**src/rtl/pipe_stage_reg.sv**
```systemverilog
// rtl/pipe_stage_reg.sv - two-entry skid-buffered pipeline register between execute and memory stages
// Main entry drives the outputs; skid absorbs one beat so in_ready_o can be registered.
module pipe_stage_reg #(
  parameter int DATA_W = 32,
  parameter int CTRL_W = 4,
  parameter int RD_W   = 5,
  parameter int CNT_W  = 16
) (
  input  logic              clk,
  input  logic              rst,
  input  logic              flush_i,
  input  logic              in_valid_i,
  output logic              in_ready_o,
  input  logic [CTRL_W-1:0] in_ctrl_i,
  input  logic [DATA_W-1:0] in_alu_i,
  input  logic [DATA_W-1:0] in_wdata_i,
  input  logic [RD_W-1:0]   in_rd_i,
  output logic              out_valid_o,
  input  logic              out_ready_i,
  output logic [CTRL_W-1:0] out_ctrl_o,
  output logic [DATA_W-1:0] out_alu_o,
  output logic [DATA_W-1:0] out_wdata_o,
  output logic [RD_W-1:0]   out_rd_o,
  output logic [1:0]        occupancy_o,
  output logic [CNT_W-1:0]  stall_cnt_o
);

  localparam int BEAT_W = CTRL_W + 2 * DATA_W + RD_W;
  localparam int PAY_W  = BEAT_W - CTRL_W;

  logic [BEAT_W-1:0] main_q, main_d, skid_q, skid_d;
  logic              main_vld_q, main_vld_d, skid_vld_q, skid_vld_d;
  logic              in_ready_q;
  logic [CNT_W-1:0]  stall_q, stall_d;
  logic [BEAT_W-1:0] in_beat;
  logic              accept, drain;

  assign in_beat = {in_ctrl_i, in_alu_i, in_wdata_i, in_rd_i};
  assign accept  = in_valid_i && in_ready_q;
  assign drain   = main_vld_q && out_ready_i;

  always_comb begin
    main_d     = main_q;
    skid_d     = skid_q;
    main_vld_d = main_vld_q;
    skid_vld_d = skid_vld_q;
    stall_d    = stall_q;

    // Invalid entries keep payload but zero ctrl so a bubble never writes state.
    if (flush_i) begin
      main_vld_d = 1'b0;
      skid_vld_d = 1'b0;
      main_d     = {{CTRL_W{1'b0}}, main_q[PAY_W-1:0]};
      skid_d     = {{CTRL_W{1'b0}}, skid_q[PAY_W-1:0]};
    end else if (drain) begin
      if (skid_vld_q) begin
        main_d     = skid_q;
        skid_vld_d = 1'b0;
        skid_d     = {{CTRL_W{1'b0}}, skid_q[PAY_W-1:0]};
      end else if (accept) begin
        main_d = in_beat;
      end else begin
        main_vld_d = 1'b0;
        main_d     = {{CTRL_W{1'b0}}, main_q[PAY_W-1:0]};
      end
    end else if (accept) begin
      if (!main_vld_q) begin
        main_d     = in_beat;
        main_vld_d = 1'b1;
      end else begin
        skid_d     = in_beat;
        skid_vld_d = 1'b1;
      end
    end

    if (main_vld_q && !out_ready_i && (stall_q != {CNT_W{1'b1}})) begin
      stall_d = stall_q + 1'b1;
    end
  end

  always_ff @(posedge clk or posedge rst) begin
    if (rst) begin
      main_q     <= '0;
      skid_q     <= '0;
      main_vld_q <= 1'b0;
      skid_vld_q <= 1'b0;
      in_ready_q <= 1'b1;
      stall_q    <= '0;
    end else begin
      main_q     <= main_d;
      skid_q     <= skid_d;
      main_vld_q <= main_vld_d;
      skid_vld_q <= skid_vld_d;
      in_ready_q <= !skid_vld_d;
      stall_q    <= stall_d;
    end
  end

  assign in_ready_o  = in_ready_q;
  assign out_valid_o = main_vld_q;
  assign out_ctrl_o  = main_q[BEAT_W-1 -: CTRL_W];
  assign out_alu_o   = main_q[PAY_W-1 -: DATA_W];
  assign out_wdata_o = main_q[RD_W +: DATA_W];
  assign out_rd_o    = main_q[RD_W-1:0];
  assign occupancy_o = {1'b0, main_vld_q} + {1'b0, skid_vld_q};
  assign stall_cnt_o = stall_q;

endmodule

```
**config.mk**
```make
export PLATFORM = sky130hd
export DESIGN_NAME = pipe_stage_reg
export DESIGN_NICKNAME = d
export VERILOG_FILES = /design/src/rtl/pipe_stage_reg.sv
export SDC_FILE = /design/constraint.sdc
export NUM_CORES = 1
export LEC_CHECK = 0
export ABC_AREA = 1
export BUFFER_PORTS_ARGS = -buffer_cell sky130_fd_sc_hd__clkbuf_2
export CAP_MARGIN = 20
export CORE_AREA = 8 8 194 196
export DETAILED_ROUTE_END_ITERATION = 6
export DIE_AREA = 0 0 202 204
export SYNTH_ARGS = -nofsm -noshare
export SYNTH_HDL_FRONTEND = slang
export SYNTH_SLANG_ARGS = --single-unit
```
**constraint.sdc**
```tcl
create_clock -name clk -period 6.2 [get_ports clk]
set_input_delay 0.31 -clock clk [delete_from_list [all_inputs] [get_ports clk]]
set_output_delay 0.31 -clock clk [all_outputs]
set_load 0.02 [all_outputs]
```
After elaboration in Yosys (flattened, before gate mapping). Index checks and enable logic that the tools add are counted.

Word-level logic and storage cells: 53. Bits in read-only memories: 0. Latch bits: 0. Bits of input ports: 78. Register bits after elaboration: 165. RAM bits: 0. Output and inout port bits: 93. Memories kept: 0.

Multiply operators: 0. Magnitude comparators: 0. Reduce and logical (&&, ||, !) cells: 15. Div/mod/pow operators: 0. Bitwise logic cells: 2. Add/sub/neg operators: 2. Shift operators: 0. Muxes and demuxes: 20. Equal/unequal tests: 6.

Operators with widths (count): two-way mux 73 bit (11); adder 16 x 1 -> 16 bit (second input constant) (1); inequality test 16 bit (second input constant) (1); two-way mux 1 bit (9); inequality test 3 bit (second input constant) (3); AND reduction 4 bit (2); AND reduction 3 bit (2); nonzero test 3 bit (2); logical AND 1 bit (4); nonzero test 2 bit (2); inequality test 3 x 2 -> 1 bit (second input constant) (1); adder 1 x 1 -> 2 bit (1); logical NOT 1 bit (2); inequality test 2 x 1 -> 1 bit (second input constant) (1); inverter 1 bit (2); AND reduction 2 bit (1).

Logic depth before layout (Yosys ltp).
Word-level depth: 5. Depth in mapped cells: 9. Mapped depth without buffers: 9.

Worst setup path before layout. No wires, ideal clock.

Path kind: register to register. Start: register stall_q[0] (netlist: stall_cnt_o[0]). End: register stall_q[0] (netlist: stall_cnt_o[0]). Data required time: 6.135 ns. Data arrival time: 1.571 ns. Library setup time: 0.065 ns. Buffers on the path: 1. Slack: 4.564 ns. Stages on the path, launching flop included: 10. Cell sequence: dfrtp_1 > ha_1 > nand3_1 > inv_1 > nand2_1 > nor2_1 > nor2_2 > buf_2 > nand2_1 > nand2_1.

Word-level cells in the longest chain between the ends: 2.

RTL lines: start: declaration (RTL line 34) `logic [CNT_W-1:0] stall_q, stall_d;`; start signal: assignment (RTL line 95) `stall_q <= stall_d;`; branches (longest 2 deep; another with adder 16 x 1 -> 16 bit).

Several ways; the timed one is not identified. A chain may end at the register's enable or synchronous reset.

Worst setup path after layout.
Start: register skid_vld_q. End: output occupancy_o[0].

Word-level cells in the longest chain between the ends: 1.

RTL lines: start: declaration (RTL line 32) `logic main_vld_q, main_vld_d, skid_vld_q, skid_vld_d;`; start signal: assignment (RTL line 93) `skid_vld_q <= skid_vld_d;`; adder 1 x 1 -> 2 bit (RTL line 105) `assign occupancy_o = {1'b0, main_vld_q} + {1'b0, skid_vld_q};`; end: declaration (RTL line 24) `output logic [1:0] occupancy_o,`.

Every way passes these cells.

==> summary by stage <==
Status
The flow ran to the end, and the final reports show no timing, DRC or antenna violations.

Critical path
Data on the critical path is required at its endpoint by between 5 and 6 ns. The delay of the slowest critical-path stage is about 1.1 ns. The kind of cell adding the most delay to the critical path is buffers and inverters.

The critical path goes through inv_2 -> buf_4 -> ha_1 -> clkbuf_2. The arrival time of data at the critical path endpoint is 3.13 ns. The critical path contains buffers and inverters numbering 3 combined. The worst register-to-register path begins at skid_vld_q. The category of the worst setup path capture point is an output pin. The worst setup path is of the register to output pin kind. The most critical setup path has its startpoint at skid_vld_q. The worst setup path is launched from a register. The slowest stage of the critical path belongs to the cell sky130_fd_sc_hd__dfrtp_4. The maximum fanout along the worst path is 77.

Placement
The cell total after placement is about 1700. At the end of routability-driven placement, the weighted congestion stood at 0.772. After detailed placement, the total cell area comes to 9380 um^2. Detailed placement finished with a half-perimeter wire length of ~17 mm.

Buffers placed on the I/O ports in this run total 170.

Detailed routing
The number of routed nets with antenna violations is 0. The detailed router finished its first iteration with between 300 and 400 violations. The post-detailed-route wirelength per cell is roughly 14 um.

The total routed wirelength is around 25 mm. The first detailed-routing pass ran for 5 iterations. The detailed-route via count is 7386. Using the TritonRoute via totals, the vias-per-cell ratio works out to 4.28. In the routed design, unresolved DRC markers number 0.

STA
Hold timing on the final database bottoms out at a slack of 0.134 ns. Setup violations remaining at the end of the flow were counted as 0. The number of pins with negative max-slew slack in the final report is 0.

The top achievable clock speed is approximately 290 MHz. The number of hold-slack violations in the final timing report came to 0. In the finished design, the share of the clock period the worst path needs comes to a little under three fifths. In this run the tightest slew margin relative to its limit is around 36%. Setup repair after global routing left no endpoint under its margin. Adding up every negative setup slack in the final design gives 0 ns.

Clock skew on the completed layout was measured at 0.0107 ns. The routed design could run at a clock period as short as 3.44 ns. For the pin with the worst max-slew slack, the measured transition is 0.956 ns.

Finish
Excluding fillers, the count of instances in the completed layout stands at between 1500 and 2000. The signed area change from the synthesized netlist to the final layout is 23.0%. The number of antenna diodes in the final layout is 0.

Cells with a size suffix above 1 make up 17.8% of the layout. The end-of-flow core utilization is ~29%. The cell area after layout is slightly above 10000 um^2. The number of nets in the layout is between 1000 and 1500.

Logic synthesis
When the netlist entered floorplanning its net count stood at 1195. By area the synthesized netlist is led by sky130_fd_sc_hd__dfrtp_1 50%, sky130_fd_sc_hd__nand2_1 17%, sky130_fd_sc_hd__nor2_1 7.6%, sky130_fd_sc_hd__o21ai_0 5.4%, sky130_fd_sc_hd__nor3_1 4.0%. In this run, distinct cell masters in the synthesized netlist total 30. Of the post-synthesis cell area, the dominant cell type holds 50.2%. Yosys printed 0 warnings. Sorting the synthesized cells by how often they occur yields 376 x sky130_fd_sc_hd__nand2_1, 166 x sky130_fd_sc_hd__nor2_1, 164 x sky130_fd_sc_hd__dfrtp_1. After synthesis the cells add up to approximately 8200 um^2. The most instantiated library cell after synthesis is sky130_fd_sc_hd__nand2_1. The sequential area share after synthesis is roughly half. Synthesis inferred between 150 and 200 register bits. Averaged over all synthesized cells, the footprint is between 7 and 8 um^2. The most used flip-flop cell after synthesis is sky130_fd_sc_hd__dfrtp_1. The count of flip-flops with a built-in enable after synthesis is 0.

The fraction of registers with async set or reset after synthesis is between 90% and 100%. sky130_fd_sc_hd__dfrtp_1 takes more of the synthesized area than any other cell. Synthesis handed over a netlist of ~1100 instances.

GRT
The first-pass GRT wire length is 40.7 mm. For this run, the total global-route usage over all layers was measured as roughly 12%. The number of antenna violations at the first check in global routing came to 3. Entering global routing, the biggest net connects around 110 pins.

The via count of the first global-routing pass was 7300. Global routing finished with a remaining overflow of 0.

Min path
The path class of the tightest hold or removal check is primary input to register. The worst hold path startpoint is in_alu_i[26].

Die
The floorplan has 69 rows. During I/O placement, the number of pins put on the boundary was approximately 170. The initial cell density of the core is 23.5%. The core area is 34800 um^2.

The die width is approximately 200 um. The floorplan step defined a die boundary enclosing between 40000 and 50000 um^2. From bottom edge to top edge, the die measures ~200 um.

Power and ir drop
The cell leakage power is approximately 0.0055 uW. VDD sags by at most approximately 0.00018 V. Power spread over the standard cell area amounts to between 300 and 400 nW/um^2.

Clock network
Counting every sink on the clock net gives between 150 and 200. The insertion delay to the later sink of the worst-skew pair is roughly 0.43 ns. No sink is reached through more buffers than the 2 on the longest clock path. The number of buffers created by CTS is 17. After clock tree synthesis, the clock-pin slew on the worst setup and hold paths is 0.07 ns. The H-tree was split into 4 levels.

The buffer cell driving the clock tree root is sky130_fd_sc_hd__clkbuf_16. The CTS tree is built.

Flow run
The max-capacitance violation count is 0.
final cells by class:
cell class / count / area [um^2]
timing repair buffer: 178 / 933
inverter: 88 / 335
fill: 3800 / 24700
multi-input combinational: 800 / 3440
sequential: 165 / 4130
tap: 461 / 577
clock inverter: 15 / 211
clock buffer: 17 / 425
where the power goes:
group	total, uW	switching, uW	internal, uW
logic	830	546	283
registers	1540	183	1350
clock network	1180	495	687
through the flow:
step | setup WS [ns] | power, uW
after global placement | 2.96 | 2380
after CTS | 2.71 | 3630
after floorplan | 1.43 | 2080
after global routing | 2.57 | 3800
after detailed placement | 2.89 | 2400
final | 2.76 | 3550
path summary, 6_finish.rpt:
path                                  end  slack, ns  depth (start not counted)
hold reg to reg                 main_q[8]       0.48                          2
setup reg to reg               main_q[14]       2.94                          7
min in group asynchronous      main_q[41]       0.46                          3
setup / recovery           occupancy_o[0]       2.76                          4
hold / removal                 main_q[63]       0.13                          3
max in group asynchronous       skid_q[4]       4.22                          5
metal layers:
metal / routed length, um / up-vias / global-route usage, %
li1: - / 3778 / -
met1: 11400 / 3409 / 15.4
met5: 39 / - / 0
met2: 11500 / 162 / 20.0
met3: 1530 / 31 / 3.99
met4: 471 / 6 / 4.04
state kept, by name, summed over array words and instances, names as in the netlist:
name         cells
out_valid_o      1
skid_vld_q       1
stall_cnt_o     16
in_ready_o       1
main_q          73
skid_q          73
cells by family after synthesis:
family                     after synthesis  synth area share [%]
AOI/OAI and AO/OA                      162                  10.1
xor gates and xnor gates                 7                 0.750
adders and majority gates                3                 0.459
buffers and inverters                  149                  7.60
DFF                                    165                  50.6
and+or+nand+nor                        628                  30.5
worst reg2reg max path: cells and delay by family, from the launching register on:
kind                   cells  cell delay [ns]
AO/OA/AOI/OAI              1             0.17
buffers and inverters      2             1.14
AND/OR/NAND/NOR            4             1.01
flip-flops                 1             0.82
timing repair:
item | CTS | global route
buffers inserted | 0 | 0
endpoints found under the hold margin | 0 | 51
gates resized for setup | 0 | 0
hold buffers | 0 | 1
cells in the final DEF (no fill, tap or decap), types with 2 or more instances in the layout:
cell / n
sky130_fd_sc_hd__a21oi_1: 3
sky130_fd_sc_hd__buf_4: 6
sky130_fd_sc_hd__bufinv_16: 4
sky130_fd_sc_hd__clkbuf_16: 17
sky130_fd_sc_hd__clkbuf_2: 170
sky130_fd_sc_hd__clkinv_2: 2
sky130_fd_sc_hd__dfrtp_1: 163
sky130_fd_sc_hd__ha_1: 3
sky130_fd_sc_hd__inv_1: 82
sky130_fd_sc_hd__inv_2: 5
sky130_fd_sc_hd__inv_6: 8
sky130_fd_sc_hd__nand2_1: 374
sky130_fd_sc_hd__nand2_2: 2
sky130_fd_sc_hd__nand3_1: 10
sky130_fd_sc_hd__nand4_1: 5
sky130_fd_sc_hd__nor2_1: 166
sky130_fd_sc_hd__nor2_2: 2
sky130_fd_sc_hd__nor3_1: 66
sky130_fd_sc_hd__o211ai_1: 2
sky130_fd_sc_hd__o21ai_0: 88
sky130_fd_sc_hd__o21ai_1: 65
sky130_fd_sc_hd__xnor2_1: 4
sky130_fd_sc_hd__xor2_1: 3
(Power assumes the default switching activity.)
